$ cat src/rtl/cam_reset_seq.sv
// -----------------------------------------------------------------------------
// cam_reset_seq
//
// Power-up reset sequencer for the OV5640 capture path. It waits for a
// stable clock-lock indication, then steps the camera power-down and reset
// pins through timed phases. It then fires a single start pulse at the SCCB
// configuration master and holds a completion flag.
//
// Parameters:
//   T_PWDN     cycles pwdn_o stays high after lock is accepted (0 acts as 1)
//   T_RST      cycles cam_rstn_o stays low after pwdn_o falls  (0 acts as 1)
//   T_SETTLE   cycles from cam_rstn_o rising to cfg_start_o    (0 acts as 1)
//   LOCK_FILT  consecutive synced-high lock cycles required (filter build only)
//
// Ports:
//   clk_i        system clock
//   rst_i        asynchronous active-high reset (deassertion must meet recovery)
//   lock_i       PLL/clock-good, asynchronous to clk_i
//   restart_i    synchronous one-cycle request to rerun the sequence
//   pwdn_o       camera power-down, active high
//   cam_rstn_o   camera reset, active low
//   cfg_start_o  one-cycle pulse to start camera configuration
//   done_o       sequence complete (level)
//   state_dg_o   current state encoding, for debug
//
// Build option:
//   CAM_RSTSEQ_LOCK_FILTER_EN  when defined, lock is accepted only after
//                              LOCK_FILT consecutive synced-high cycles.
// -----------------------------------------------------------------------------
module cam_reset_seq #(
    parameter logic [19:0] T_PWDN   = 20'd10000,
    parameter logic [19:0] T_RST    = 20'd20000,
    parameter logic [19:0] T_SETTLE = 20'd40000
`ifdef CAM_RSTSEQ_LOCK_FILTER_EN
    ,
    parameter logic [7:0]  LOCK_FILT = 8'd16
`endif
) (
    input  logic       clk_i,
    input  logic       rst_i,
    input  logic       lock_i,
    input  logic       restart_i,
    output logic       pwdn_o,
    output logic       cam_rstn_o,
    output logic       cfg_start_o,
    output logic       done_o,
    output logic [2:0] state_dg_o
);

    typedef enum logic [2:0] {
        S_WAIT_LOCK = 3'd0,
        S_PWDN      = 3'd1,
        S_RST       = 3'd2,
        S_SETTLE    = 3'd3,
        S_START     = 3'd4,
        S_DONE      = 3'd5
    } state_e;

    // Last counter value of each timed phase; a zero length behaves as one.
    localparam logic [19:0] PWDN_LAST   = (T_PWDN   == 20'd0) ? 20'd0 : T_PWDN   - 20'd1;
    localparam logic [19:0] RST_LAST    = (T_RST    == 20'd0) ? 20'd0 : T_RST    - 20'd1;
    localparam logic [19:0] SETTLE_LAST = (T_SETTLE == 20'd0) ? 20'd0 : T_SETTLE - 20'd1;

    state_e      state_q, state_d;
    logic [19:0] cnt_q, cnt_d;
    logic [1:0]  sync_q;
    logic        lk_s;
    logic        lock_ok;
    logic        abort;
    logic        pwdn_q, pwdn_d;
    logic        rstn_q, rstn_d;
    logic        start_q, start_d;
    logic        done_q, done_d;

    // NOTE: lock_i is asynchronous; only the second flop's output may feed logic.
    assign lk_s = sync_q[1];

`ifdef CAM_RSTSEQ_LOCK_FILTER_EN
    localparam logic [7:0] FILT_LAST = (LOCK_FILT == 8'd0) ? 8'd0 : LOCK_FILT - 8'd1;

    logic [7:0] filt_q, filt_d;

    // Run-length of synced-high lock while waiting; any low sample, a restart
    // or leaving WAIT_LOCK drops it back to zero.
    always_comb begin
        filt_d  = 8'd0;
        lock_ok = 1'b0;
        if (state_q == S_WAIT_LOCK && lk_s && !restart_i) begin
            if (filt_q == FILT_LAST) begin
                lock_ok = 1'b1;
            end else begin
                filt_d = filt_q + 8'd1;
            end
        end
    end

    always_ff @(posedge clk_i or posedge rst_i) begin
        if (rst_i) begin
            filt_q <= 8'd0;
        end else begin
            filt_q <= filt_d;
        end
    end
`else
    assign lock_ok = lk_s;
`endif

    // Lock loss is only an abort once the sequence has started; restart
    // aborts from anywhere (and pins WAIT_LOCK while held).
    assign abort = restart_i || ((state_q != S_WAIT_LOCK) && !lk_s);

    // NOTE: every combinational output gets a default first so no latch is inferred.
    always_comb begin
        state_d = state_q;
        cnt_d   = 20'd0;

        case (state_q)
            S_WAIT_LOCK: if (lock_ok)                 state_d = S_PWDN;
            S_PWDN:      if (cnt_q == PWDN_LAST)      state_d = S_RST;
            S_RST:       if (cnt_q == RST_LAST)       state_d = S_SETTLE;
            S_SETTLE:    if (cnt_q == SETTLE_LAST)    state_d = S_START;
            S_START:                                  state_d = S_DONE;
            S_DONE:                                   state_d = S_DONE;
            default:                                  state_d = S_WAIT_LOCK;
        endcase

        if (abort) begin
            state_d = S_WAIT_LOCK;
        end

        // Shared phase counter: advances only while a timed phase continues,
        // so it is zero on every state entry.
        if (state_d == state_q &&
            (state_q == S_PWDN || state_q == S_RST || state_q == S_SETTLE)) begin
            cnt_d = cnt_q + 20'd1;
        end

        // Outputs decoded from the next state so they move with the transition.
        pwdn_d  = (state_d == S_WAIT_LOCK) || (state_d == S_PWDN);
        rstn_d  = !((state_d == S_WAIT_LOCK) || (state_d == S_PWDN) || (state_d == S_RST));
        start_d = (state_d == S_START);
        done_d  = (state_d == S_DONE);
    end

    // NOTE: sequential state uses non-blocking assignments only.
    always_ff @(posedge clk_i or posedge rst_i) begin
        if (rst_i) begin
            sync_q  <= 2'b00;
            state_q <= S_WAIT_LOCK;
            cnt_q   <= 20'd0;
            pwdn_q  <= 1'b1;
            rstn_q  <= 1'b0;
            start_q <= 1'b0;
            done_q  <= 1'b0;
        end else begin
            sync_q  <= {sync_q[0], lock_i};
            state_q <= state_d;
            cnt_q   <= cnt_d;
            pwdn_q  <= pwdn_d;
            rstn_q  <= rstn_d;
            start_q <= start_d;
            done_q  <= done_d;
        end
    end

    assign pwdn_o      = pwdn_q;
    assign cam_rstn_o  = rstn_q;
    assign cfg_start_o = start_q;
    assign done_o      = done_q;
    assign state_dg_o  = state_q;

endmodule
$ cat config.mk
export PLATFORM = sky130hd
export DESIGN_NAME = cam_reset_seq
export DESIGN_NICKNAME = d
export VERILOG_FILES = /design/src/rtl/cam_reset_seq.sv
export SDC_FILE = /design/constraint.sdc
export NUM_CORES = 1
export LEC_CHECK = 0
export CAP_MARGIN = 20
export CORE_MARGIN = 4
export CORE_UTILIZATION = 55
export DETAILED_ROUTE_END_ITERATION = 8
export DONT_BUFFER_PORTS = 1
export GPL_TIMING_DRIVEN = 1
export PLACE_DENSITY = 0.82
export SYNTH_ARGS = -nofsm -noshare
export SYNTH_HDL_FRONTEND = slang
export SYNTH_SLANG_ARGS = --single-unit
$ cat constraint.sdc
create_clock -name clk_i -period 2.7 [get_ports clk_i]
set_input_delay 0.81 -clock clk_i [delete_from_list [all_inputs] [get_ports clk_i]]
set_output_delay 0.81 -clock clk_i [all_outputs]
set_load 0.01 [all_outputs]
# == Word-level counts from Yosys, hierarchy flattened ==
# Cells that the tools add are included.
# totals
regBits,29
inputBits,4
elab_cells,41
# classes
addsub,1
n_eq_ne,13
muxes,7
reduce_logical,13
# op_table
operator,count
"20-bit by 1-bit adder with 20-bit output, second input constant",1
"20-bit by 14-bit == test with 1-bit output, second input constant",1
"20-bit by 15-bit == test with 1-bit output, second input constant",1
"20-bit by 16-bit == test with 1-bit output, second input constant",1
20-bit two-way mux,1
3-bit two-way mux,5
3-bit one-hot mux with 5 select lines,1
"3-bit == test, second input constant",4
"3-bit by 2-bit == test with 1-bit output, second input constant",3
"3-bit by 1-bit == test with 1-bit output, second input constant",2
3-bit logical NOT,2
1-bit logical OR,5
3-bit == test,1
3-bit nonzero test,1
1-bit logical AND,2
1-bit logical NOT,2
2-bit OR reduction,1

# == Longest topological paths before layout ==
# Gate-level depths: netlist (run 1).
# logic_depth
ltp_word,8
depth_mapped,7
ltp_nobuf,6

# == Worst setup path after synthesis (run 1) ==
# No wires, ideal clock.
# synth_path
path_kind,register to register
start,register cnt_q[0]
end,register cnt_q[10]
arrival_time_ns,1.990
path_slack_ns,0.588
stages_incl_launch_ff,8
synth_period_minus_slack_ns,2.112
path_cell_list,dfrtp_1 ha_1 nand3_1 nor4_1 a211oi_1 a2111oi_4 buf_6 nor3_1
# synth_between
elab_chain_cells,7
# synth_rtl
item,line_no,source
start: declaration,65,"logic [19:0] cnt_q, cnt_d;"
start signal: assignment,158,cnt_q <= cnt_d;
"20-bit by 16-bit == test with 1-bit output, or another cell as far along",121,S_SETTLE: if (cnt_q == SETTLE_LAST) state_d = S_START;
"3-bit two-way mux, on equally long branches","121, 119, 120",
3-bit one-hot mux with 5 select lines,117,case (state_q)
3-bit two-way mux,127,if (abort) begin
3-bit == test,133,if (state_d == state_q &&
1-bit logical AND,133,
20-bit two-way mux *,133,
net cnt_d[10],65,
# Mark *: on every way through the listed nets, which the timed path passes. The rest lies on a longest branch.

# == Worst setup path after layout (run 1) ==
# layout_path
start,register cnt_q[17]
end,register cnt_q[9]
# layout_between
elab_chain_cells,7
# layout_rtl
item,line_no
"20-bit by 16-bit == test with 1-bit output, or another cell as far along",121
"3-bit two-way mux, on equally long branches","121, 119, 120"
3-bit one-hot mux with 5 select lines *,117
3-bit two-way mux *,127
3-bit == test *,133
1-bit logical AND *,133
20-bit two-way mux *,133
net cnt_d[9],65
# Marked as above.

==> key figures, run 1 <==
Timing
  • Worst slew margin: 65.7%
  • Max Clock Skew: 0.00667 ns
  • Final cycle utilization of the critical path: about 87%
  • Setup-failing EPs final: 0
  • Setup_tns: 0 ns
  • RSZ-0062 raised after global routing: false
  • Slew Viols, Final: 0
  • Fin. Hold Viols: 0
  • Min Hold Slack: 0.356 ns
  • Fmax: 0.426 GHz
  • Fin crit period: between 2 and 2.5 ns
  • Worst Tran Pin Value: ~0.51 ns

Clock network
  • CTS sink count: 29
  • Cts hold-fix bufs: 0
  • CTS max path bufs: 2
  • # Post-CTS Setup Buffers: 0
  • Clk pin slew, worst setup/hold paths: 0.09 ns
  • H-Tree Depth: 2
  • Root Buffer: clkbuf_4
  • CTS tree: yes
  • Worst-Skew Late Latency: ~0.32 ns
  • CTS buffer count: 5
  • CTS-repair resized insts: 0

Critical path
  • WP data arrival: between 2 and 3 ns
  • Crit path kind: register to register
  • CP required: 2.91 ns
  • CP Launch Type: register
  • Setup crit end kind: register
  • CP Max Fanout: 20

Pwr
  • Maximum vdd drop: 0.492 mV
  • Leakage: 0.664 nW
  • PD cells: between 400 and 500 nW/um^2

Synthesis
  • Register bit total from synthesis: 29
  • Number of enable flip-flop cells after synthesis: 0
  • Largest area contributor in the netlist: dfrtp_1
  • Unique cell type count in the Yosys netlist: 38
  • Synth warn: 0
  • Mapped cell area: 1540 um^2
  • Post-synthesis sequential area ratio: between 40% and 50%
  • Syn_area_per_cell: 10.2 um^2
  • Area share of the largest cell type after synthesis: a little under half
  • Post-synthesis async set-or-reset flop share: 100%
  • Post-synth top flop: dfrtp_1
  • Syn Nets: 156
  • Top post-synthesis cells by area: dfrtp_1, nor3_1, xnor2_1, xor2_1, nand3_1
  • Cell count after synthesis: 151

Global routing
  • Total grt overflow: 0
  • Tot GR Track Use: between 10% and 20%
  • Initial antenna violation count: 0
  • Number of global-route vias before repair: 1113
  • Largest net degree at the start of global routing: 30
  • Global-route wire length before repair: 5.18 mm

Floorplanning
  • Row count: 18
  • Initial Util: 60.1%
  • Die X: between 60 and 70 um
  • I/O pins: 11
  • Core area: 2570 um^2
  • Die area: 3720 um^2
  • Die H: 61.0 um

Placed design
  • Port Buf Inserts: 0
  • Placer Congestion: 0.966
  • Hpwl dp: 2.15 mm

Drt
  • Met3 WL post-DR: 147 um
  • Met2 Wirelength: 1.49 mm
  • Drt drc: 0
  • First-pass DRT Iterations: 5
  • DR vias: 1172
  • Total wire length: 3.09 mm
  • DRT iter0 DRCs: approximately 110
  • Met1 wire length: between 1 and 1.5 mm
  • Drt via density: around 6.1
  • Routed len/inst: 16.2 um
  • Highest layer used for signal routing: met4
  • Final ANT Viol Nets: 0

Run status
  • Status: complete, no violations

Flow run
  • MaxCap Viol Count: 0

Cells and area
  • Area growth syn-to-layout: 7.14%
  • Share of cells above drive strength 1: 15.5%
  • Fin nets: 165
  • # diodes: 0

Hold path
  • Worst min path class: register to register
## through the flow
step	setup WS (ns)	total power, mW	instances	cell area, um^2	utilization (%)
detailed placement	0.362	0.510	183	1600	62.4
global route	0.190	0.784	191	1650	64.4
CTS	0.349	0.753	191	1650	64.4
floorplan	0.588	0.499	151	1540	-
finish	0.351	0.744	191	1650	64.4
global placement	0.413	0.508	183	1600	62.4
## sequential cells by signal, indices dropped and copies added (netlist names)
register     flops
sync_q           2
cfg_start_o      1
cam_rstn_o       1
pwdn_o           1
done_o           1
state_dg_o       3
cnt_q           20
## placed cells by master, fill, tap and decap left out, types with 3 or more instances in the layout
master and n:
clkbuf_4 5, xor2_1 8, a21oi_1 5, nand2_1 8
xnor2_1 10, nand3_1 9, nor2b_1 4, inv_1 7
nor3_1 23, buf_4 7, nor3b_1 5, nor2_1 5
dfrtp_1 28, nand4_1 3
## Yosys cell counts, types with 2 or more instances
cell	count
nor4b_1	2
and4b_1	2
nor2_1	5
inv_1	7
and2_1	2
nand3_1	9
xor2_1	8
nor3_1	23
buf_6	2
nand4_1	3
o21ai_0	2
a21oi_1	5
a211oi_1	2
buf_2	2
xnor2_1	10
and4bb_2	2
nand2_1	8
or3_1	2
nor3b_1	5
nor2b_1	4
and4_1	2
dfrtp_1	28
## per-layer routing
| layer | vias up | GRT usage, % |
|---|---|---|
| li1 | 557 | - |
| met1 | 583 | 25.5 |
| met2 | 24 | 29.5 |
| met3 | 8 | 6.60 |
| met4 | 0 | 9.91 |
| met5 | - | 0 |
## power by group
part / internal [mW] / switching, mW / leakage, nW
Combinational: 0.0156 / 0.0384 / 0.237
Sequential: 0.440 / 0.00764 / 0.395
Clock: 0.0989 / 0.144 / 0.0320
## kinds of logic after synthesis
logic type	count (synthesis)	share of synthesized area (%)
compound gates	15	7.95
flops	29	47.1
buf+inv	12	4.06
simple gates	76	29.8
xor+xnor	18	10.2
fa+ha+maj	1	0.811
## critical path: stages, from the launching register on
cell and delay, ns:
dfrtp_1 0.42, or4_4 0.59, nor4_4 0.38, a21oi_2 0.13, a2111oi_4 0.32, buf_4 0.29, nor3_1 0.10
## cell type report
| type | count | area [um^2] |
|---|---|---|
| fill | 211 | 915 |
| multi-input combinational | 110 | 758 |
| sequential | 29 | 727 |
| timing repair buffer | 7 | 52.6 |
| clock buffer | 6 | 41.3 |
| tap | 30 | 37.5 |
| inverter | 7 | 26.3 |
| clock inverter | 2 | 10.0 |
## final timing paths
kind | startpoint | endpoint | slack (ns) | depth (start not counted)
setup / recovery | cnt_q[17] | cnt_q[9] | 0.35 | 6
hold / removal | sync_q[0] | sync_q[1] | 0.36 | 0
setup reg to reg | cnt_q[17] | cnt_q[9] | 0.35 | 6
hold reg to reg | sync_q[0] | sync_q[1] | 0.36 | 0
max in group asynchronous | rst_i | pwdn_o | 1.96 | 2
min in group asynchronous | rst_i | cam_rstn_o | 0.44 | 2
Power figures use the tool's default switching activity.
==> inputs of run 2 (changes only) <==
--- a/config.mk
+++ b/config.mk
@@ -7,11 +7,12 @@
 export LEC_CHECK = 0
 export CAP_MARGIN = 20
 export CORE_MARGIN = 4
-export CORE_UTILIZATION = 55
+export CORE_UTILIZATION = 35
+export CTS_BUF_LIST = sky130_fd_sc_hd__clkbuf_16
 export DETAILED_ROUTE_END_ITERATION = 8
 export DONT_BUFFER_PORTS = 1
 export GPL_TIMING_DRIVEN = 1
-export PLACE_DENSITY = 0.82
+export PLACE_DENSITY = 0.61
 export SYNTH_ARGS = -nofsm -noshare
 export SYNTH_HDL_FRONTEND = slang
 export SYNTH_SLANG_ARGS = --single-unit
==> constraint.sdc (replaced) <==
create_clock -name clk_i -period 3.05 [get_ports clk_i]
set_input_delay 0.915 -clock clk_i [delete_from_list [all_inputs] [get_ports clk_i]]
set_output_delay 0.915 -clock clk_i [all_outputs]
set_load 0.01 [all_outputs]
==> key figures, run 2 (synthesis gave the netlist of run 1 again) <==
Run status
  • Status: complete, no violations

Timing
  • Setup-failing EPs final: 0
  • RSZ-0062 raised after global routing: false
  • Max Clock Skew: ~0.0046 ns
  • Slew Viols, Final: 0
  • Fin crit period: 2.60 ns
  • Worst Tran Pin Value: 0.750 ns
  • Fin. Hold Viols: 0
  • Final WS setup: 0.451 ns
  • Min Hold Slack: approximately 0.34 ns
  • Worst slew margin: 49.6%
  • Final cycle utilization of the critical path: between 80% and 90%
  • Fmax: roughly 0.38 GHz
  • Setup_tns: 0 ns

Pwr
  • Switching share of total power: about 22%
  • Flop pwr share: 44.6%
  • Clock network fraction of design power: 50.0%
  • Comb pwr share: 5.3%
  • Leakage: between 0.6 and 0.7 nW
  • Net Switching: 0.193 mW
  • PD cells: 512 nW/um^2
  • P_int: 0.698 mW
  • Maximum vdd drop: ~0.21 mV

Drt
  • Drt drc: 0
  • First-pass DRT Iterations: 4
  • Routed len/inst: 14.4 um
  • Final ANT Viol Nets: 0
  • DR vias: between 1000 and 1500
  • Total wire length: 2.99 mm
  • DRT iter0 DRCs: 47
  • Drt via density: 5.47

Placed design
  • Dpl ws: between 0.4 and 0.5 ns
  • Placer Congestion: 0.946
  • Port Buf Inserts: 0
  • Hpwl dp: 2.14 mm

Floorplanning
  • Die X: around 74 um
  • I/O pins: 11
  • Initial Util: 37.2%
  • Die area: ~5500 um^2
  • Core area: between 4000 and 5000 um^2
  • Die H: 74.4 um
  • Row count: 23

Clock network
  • Root Buffer: clkbuf_16
  • Worst-Skew Late Latency: roughly 0.27 ns
  • # Post-CTS Setup Buffers: 0
  • CTS tree: yes
  • CTS buffer count: 5
  • CTS max path bufs: 2
  • CTS-repair resized insts: 0
  • Clk pin slew, worst setup/hold paths: 0.05 ns
  • CTS sink count: 29
  • Cts hold-fix bufs: 0
  • H-Tree Depth: 2

Critical path
  • Crit path largest cell delay: 0.66 ns
  • Family with the most delay on the worst path: simple AND/OR/NAND/NOR gates
  • CP Max Fanout: 20
  • Buffers & Inverters on Critical Path: 1
  • CP max-delay cell: nor4_1
  • Setup crit end kind: register
  • CP Launch Type: register
  • R2R depth: 7
  • WP data arrival: 2.74 ns
  • Crit-path cells: ha_1, nand3_1, nor4_1, a211oi_1, a2111oi_4, buf_4, nor3_1
  • Crit path from: cnt_q[0]
  • Worst r2r src: cnt_q[0]
  • Crit path kind: register to register
  • CP required: 3.19 ns
  • R2R Setup Slk: 0.45 ns
  • Worst R2R End: cnt_q[13]

Cells and area
  • Max reg flops: 20
  • Fin nets: 162
  • Commonest non-fill, non-tap cell in the layout: dfrtp_1
  • Most frequent cells in the layout: dfrtp_1, nor3_1, xnor2_1
  • Area growth syn-to-layout: 12.9%
  • # diodes: 0
  • Reg with most FFs: cnt_q
  • Share of cells above drive strength 1: 13.3%

Hold path
  • HP Start: sync_q[0]
  • Worst Hold Path EP: sync_q[1]
  • Hold depth: 0
  • Worst min path class: register to register

Global routing
  • Total grt overflow: 0
  • Initial antenna violation count: 0
  • Tot GR Track Use: between 10% and 20%
  • Number of global-route vias before repair: 1169
  • Largest net degree at the start of global routing: 30
  • Global-route wire length before repair: 5.27 mm

Flow run
  • MaxCap Viol Count: 0
[run 2: cell count changes in the layout (fill, tap and decap cells not counted)]
cell,change
buf_4,-3
clkbuf_1,-1
clkinv_2,-1
clkbuf_4,-5
clkbuf_16,+5
clkinv_1,+2
[run 2: per-stage QoR]
| step | std cells | area [um^2] | utilization [%] | power, mW |
|---|---|---|---|---|
| 2_1_floorplan | 151 | 1540 | - | 0.442 |
| 3_3_place_gp | 200 | 1600 | 38.7 | 0.450 |
| 3_5_place_dp | 200 | 1600 | 38.7 | 0.453 |
| 4_1_cts | 208 | 1740 | 42.0 | 0.902 |
| 5_1_grt | 208 | 1740 | 42.0 | 0.930 |
| 6_report | 208 | 1740 | 42.0 | 0.891 |
[run 2: layout make-up]
type | instances | area (um^2)
inverter | 7 | 26.3
multi-input combinational | 110 | 758
clock inverter | 3 | 12.5
tap | 50 | 62.6
sequential | 29 | 727
timing repair buffer | 4 | 30.0
clock buffer | 5 | 125
fill | 403 | 2400
[run 2: worst max-delay path by stage]
stage                      to  slack [ns]  cells past startpoint
floorplan            cnt_q[1]        0.89                      6
global placement    cnt_q[18]        0.70                      7
detailed placement  cnt_q[18]        0.48                      7
CTS                  cnt_q[2]        0.48                      7
global route         cnt_q[2]        0.32                      7
finish              cnt_q[13]        0.45                      7
[run 2: power groups by stage]
stage	clock network (mW)	logic, mW	registers [mW]
floorplan	0	0.0399	0.402
global placement	0	0.0470	0.403
finish	0.446	0.0476	0.398
global route	0.478	0.0538	0.398
CTS	0.455	0.0492	0.398
detailed placement	0	0.0490	0.404
[run 2: layer usage]
layer | vias up | part of all wire (%) | track usage, %
met5 | - | 0 | 0
met3 | 4 | 4.2 | 4.19
met1 | 561 | 47 | 15.8
li1 | 559 | - | -
met4 | 0 | 1.3 | 5.34
met2 | 14 | 47 | 19.2
